**src/rtl/gray_step_arbiter_pkg.sv**
```systemverilog
// Purpose : shared state encoding and requester count for the Gray step arbiter.
// Latency : n/a (types and constants only).
// Backpressure: n/a.
package gray_step_arbiter_pkg;

  localparam int NREQ = 2;

  typedef enum logic [1:0] {
    IDLE = 2'd0,
    RUN  = 2'd1,
    DONE = 2'd2
  } state_t;

endpackage

```
**src/rtl/gray_step_core.sv**
```systemverilog
// Purpose : binary step counter with Gray-coded output and a sticky wrap flag.
// Latency : Gray/Ovf update one edge after Clr or Step.
// Backpressure: none; Clr has priority over Step.
// Ports   : Clk, Reset (sync, active-high), Clr, Step -> Gray[GRAY_W], Ovf.
module gray_step_core #(
  parameter int GRAY_W = 3
) (
  input  logic              Clk,
  input  logic              Reset,
  input  logic              Clr,
  input  logic              Step,
  output logic [GRAY_W-1:0] Gray,
  output logic              Ovf
);

  logic [GRAY_W-1:0] bin;

  always_ff @(posedge Clk) begin
    if (Reset || Clr) begin
      bin <= '0;
      Ovf <= 1'b0;
    end else if (Step) begin
      bin <= bin + 1'b1;
      // Stepping from all-ones wraps to zero; the flag stays set until the next Clr.
      if (&bin) Ovf <= 1'b1;
    end
  end

  assign Gray = bin ^ (bin >> 1);

endmodule

```
**src/rtl/gray_step_arbiter.sv**
```systemverilog
// Purpose : round-robin share of one Gray step counter between two requesters;
//           each job clears the counter, issues N steps, returns Gray and wrap flag.
// Latency : grant edge k, Done in cycle k+N, Busy low from edge k+N+1.
// Backpressure: requests are levels held until Done; a losing requester simply waits.
// Ports   : Clk, Reset (sync, active-high), Req[2], Steps0/Steps1[STEP_W] ->
//           Grant[2], Done[2], Result[GRAY_W], Overflow, Busy, Gray[GRAY_W].
module gray_step_arbiter
  import gray_step_arbiter_pkg::*;
#(
  parameter int GRAY_W = 3,
  parameter int STEP_W = 4
) (
  input  logic              Clk,
  input  logic              Reset,
  input  logic [NREQ-1:0]   Req,
  input  logic [STEP_W-1:0] Steps0,
  input  logic [STEP_W-1:0] Steps1,
  output logic [NREQ-1:0]   Grant,
  output logic [NREQ-1:0]   Done,
  output logic [GRAY_W-1:0] Result,
  output logic              Overflow,
  output logic              Busy,
  output logic [GRAY_W-1:0] Gray
);

  state_t            state, state_nxt;
  logic [NREQ-1:0]   grant_q, grant_nxt;
  logic [STEP_W-1:0] remaining, remaining_nxt;
  logic              prio, prio_nxt;
  logic [GRAY_W-1:0] result_q, result_nxt;
  logic              ovf_q, ovf_nxt;
  logic              core_clr, core_step;
  logic              core_ovf;
  logic              pick;

  gray_step_core #(.GRAY_W(GRAY_W)) u_core (
    .Clk   (Clk),
    .Reset (Reset),
    .Clr   (core_clr),
    .Step  (core_step),
    .Gray  (Gray),
    .Ovf   (core_ovf)
  );

  // Requester chosen in IDLE: the lone requester, or the priority holder on a tie.
  assign pick = (Req == 2'b11) ? prio : Req[1];

  always_comb begin
    state_nxt     = state;
    grant_nxt     = grant_q;
    remaining_nxt = remaining;
    prio_nxt      = prio;
    result_nxt    = result_q;
    ovf_nxt       = ovf_q;
    core_clr      = 1'b0;
    core_step     = 1'b0;
    case (state)
      IDLE: begin
        if (Req != 2'b00) begin
          grant_nxt     = pick ? 2'b10 : 2'b01;
          remaining_nxt = pick ? Steps1 : Steps0;
          core_clr      = 1'b1;
          // A zero-length job skips RUN and reports straight away.
          state_nxt     = (remaining_nxt != '0) ? RUN : DONE;
        end
      end
      RUN: begin
        core_step     = 1'b1;
        remaining_nxt = remaining - 1'b1;
        if (remaining == STEP_W'(1)) state_nxt = DONE;
      end
      DONE: begin
        grant_nxt  = '0;
        prio_nxt   = ~grant_q[1];
        result_nxt = Gray;
        ovf_nxt    = core_ovf;
        state_nxt  = IDLE;
      end
      default: state_nxt = IDLE;
    endcase
  end

  always_ff @(posedge Clk) begin
    if (Reset) begin
      state     <= IDLE;
      grant_q   <= '0;
      remaining <= '0;
      prio      <= 1'b0;
      result_q  <= '0;
      ovf_q     <= 1'b0;
    end else begin
      state     <= state_nxt;
      grant_q   <= grant_nxt;
      remaining <= remaining_nxt;
      prio      <= prio_nxt;
      result_q  <= result_nxt;
      ovf_q     <= ovf_nxt;
    end
  end

  // During DONE the live counter is already final, so it is shown directly;
  // afterwards the captured copy keeps the last job's outcome visible.
  assign Grant    = grant_q;
  assign Done     = (state == DONE) ? grant_q : '0;
  assign Result   = (state == DONE) ? Gray : result_q;
  assign Overflow = (state == DONE) ? core_ovf : ovf_q;
  assign Busy     = (state != IDLE);

endmodule

```
**config.mk**
```make
export PLATFORM = sky130hd
export DESIGN_NAME = gray_step_arbiter
export DESIGN_NICKNAME = d
export VERILOG_FILES = /design/src/rtl/gray_step_arbiter_pkg.sv /design/src/rtl/gray_step_core.sv /design/src/rtl/gray_step_arbiter.sv
export SDC_FILE = /design/constraint.sdc
export NUM_CORES = 1
export LEC_CHECK = 0
export CORE_AREA = 2 2 46 48
export DETAILED_ROUTE_END_ITERATION = 8
export DIE_AREA = 0 0 48 50
export GPL_ROUTABILITY_DRIVEN = 1
export GPL_TIMING_DRIVEN = 0
export PLACE_DENSITY = 0.85
export SYNTH_ARGS = -nofsm -noshare
export SYNTH_HDL_FRONTEND = slang
export SYNTH_HIERARCHICAL = 1
export SYNTH_SLANG_ARGS = --single-unit
```
**constraint.sdc**
```tcl
create_clock -name Clk -period 1.8 [get_ports Clk]
set_input_delay 0.27 -clock Clk [delete_from_list [all_inputs] [get_ports Clk]]
set_output_delay 0.27 -clock Clk [all_outputs]
set_load 0.02 [all_outputs]
```
==> results.cfg <==
[status]
status = complete, no violations

[detailed_routing]
drt-total-wl_um = 1960
final_antenna_net_count = 0
drt-initial-drc-count = 19
routedWlPerCell_um = 12.4
drtPass1Iterations = 4
vias = 829
drc = 0
via_per_inst = 5.21

[floorplanning]
die_height_um = 50
io_pins = 24
fp.dieW_um = 48
rows = 16
core-area_mm2 = 0.00190
dieArea_mm2 = 0.00240
initial_core_util = 0.476

[sta]
setup_violations = 0
tns_ps = 0
relSlewSlack = 0.689
final_hold_viol_count = 0
finalCriticalPeriod_ps = 1720
fmax_mhz = 580
rsz0062_at_grt = false
slew_viol_final = 0
min_period_over_period = 0.958
skew_ps = 0.713
tightest_slew_ps = 466

[global_route]
grt-ovfl-total = 0
grt_max_degree = 11
grt_pass1_wl_um = 3190
globalRouteTotalUtil = 0.178
grt_pass1_vias = 828
antenna_found_initial = 0

[critical_path]
timing.rr.end = remaining[2]
ff2ff_setup_slack_ps = 400
startpoint = u_core/bin[0]
startpoint_type = flop
crit_end = Result[0]
r2r_cells = 5
r2r_start = state[1]
arrival_ps = 1450
cp_max_fo = 3
path_class = flop to output port
setup.worst_path.end_class = output port
worstPathRequired_ps = 1530

[yosys]
syn-mean-instance-area_um2 = 8.63
syn_nets = 121
syn_inst = 105
synth-seq-cells = 17
ys_types = 37
ys_seq_area_frac = 0.376
synth.cell_area_um2 = 906
yosys-top-cells-area = dfxtp_1 (38%), ha_1 (5.5%), mux2_1 (5.0%), nor2_1 (4.6%), nor2b_1 (3.5%)
synth-warning-count = 6
yosys.area.top_type = dfxtp_1
synth_top_area_share = 0.376

[placement]
dp_hpwl_um = 1600
gp_congestion = 0.874
place.port_buffers = 22
post_dp_cell_area_mm2 = 0.00116

[finish]
drive_gt1_frac = 0.159
final_common_cell = dfxtp_1
nets = 149
final_cell_mix = dfxtp_1 (15), clkdlybuf4s50_1 (14), nor2_1 (11)
areaGrowthSynthToFinish_pct = 30.7
n_antenna_cell = 0
fillers = 167
final_area_mm2 = 0.00118

[job]
drv_cap = 0

[cts]
clkSinkCount = 17
cts_buffers = 3
ctsHoldBuffers = 0
clk-insertion-delay-late_ps = 280
h-tree-depth = 1
cts_tree = built
clk_pin_slew_ps = 90
clk_path_buf_depth = 2
root_buffer = clkbuf_4

[worst_hold_path]
min_path_type = input pin to flop
hp-start = Req[1]

[pwr]
irDropWorstVdd_uv = 491
p_per_area_mw_per_mm2 = 787
p_leak_nw = 0.555
==> state kept, by name, indices dropped and copies added (netlist names) <==
signal,flops
remaining,4
result_q,3
u_core/bin,3
Grant,2
state,2
ovf_q,1
prio,1
u_core/Ovf,1
==> synthesized netlist by cell type (all sizes together) <==
cell type and count:
dfxtp 17, nor2 11, a21oi 7, inv 7, nand2 5, nor2b 5
nor3 5, or2 5, and3 4, ha 4, mux2 4, a211o 3
buf 3, mux2i 3, o21ai 3, a21boi 2, and2 2, nand2b 2
nor4 2, xnor2 2, a21bo 1, a2bb2oi 1, a311oi 1, a31oi 1
a32o 1, clkbuf 1, nand3 1, nand3b 1, o221ai 1
==> repair_timing <==
item | CTS | global route
setup buffers | 0 | 1
gates resized for setup | 23 | 2
setup endpoints to repair | 7 | 5
==> power by group <==
part | total (mW) | internal, mW | switching [mW]
Sequential | 0.445 | 0.410 | 0.0350
Clock | 0.197 | 0.0859 | 0.111
Combinational | 0.289 | 0.141 | 0.148
==> critical path, cell delays in order (launching register included) <==
cell and delay (ps):
dfxtp_1 350, ha_1 340, mux2_1 320, buf_2 160
==> worst min-delay path by stage <==
stage                     slack [ps]  depth (start not counted)      endpoint
after detailed placement         490                          2          prio
final                            410                          4      Grant[0]
after CTS                        410                          4      Grant[0]
after global routing             450                          4      Grant[0]
after global placement           470                          2    u_core/Ovf
after floorplan                  430                          3  remaining[0]
==> layout make-up <==
cell class / instances / area, µm² / share of cell area
inverters: 7 / 26.3 / 0.0222
clock buffers: 4 / 26.3 / 0.0222
multi-input cells: 77 / 522 / 0.441
flip-flops and latches: 17 / 345 / 0.292
repair buffers: 23 / 206 / 0.174
well taps: 27 / 33.8 / 0.0285
plain buffers: 4 / 23.8 / 0.0201
==> kinds of logic (layout without fill, tap and decap cells) <==
logic type                 Yosys count  count (layout)  share of synthesized area
buffers and inverters               11              38                     0.0525
muxes                                7               7                     0.0829
AOI/OAI and AO/OA                   21              21                      0.163
DFF                                 17              17                      0.376
xor gates and xnor gates             2               2                     0.0193
adders and majority gates            4               4                     0.0553
and+or+nand+nor                     43              43                      0.251
==> metal layers <==
metal  vias up  part of all wire  global-route usage  wire length (µm)
li1        421                 -                   -                 -
met1       383              0.44               0.200               869
met2        23              0.51               0.333              1010
met3         2             0.038              0.0220                75
met4         0            0.0051              0.0405                10
met5         -                 0                   0                 0
==> metrics by stage <==
step | hold WS (ps) | setup slack (ps) | cells | utilization | power (mW)
after detailed placement | 489 | -126 | 154 | 0.610 | 0.740
after global placement | 467 | -113 | 154 | 0.610 | 0.729
after CTS | 407 | 1.12 | 158 | 0.615 | 0.933
after floorplan | 432 | 386 | 105 | - | 0.641
final | 415 | 75.7 | 159 | 0.622 | 0.931
after global routing | 455 | 6.62 | 159 | 0.622 | 0.991
Note: power is estimated with default switching activity, not from simulation.
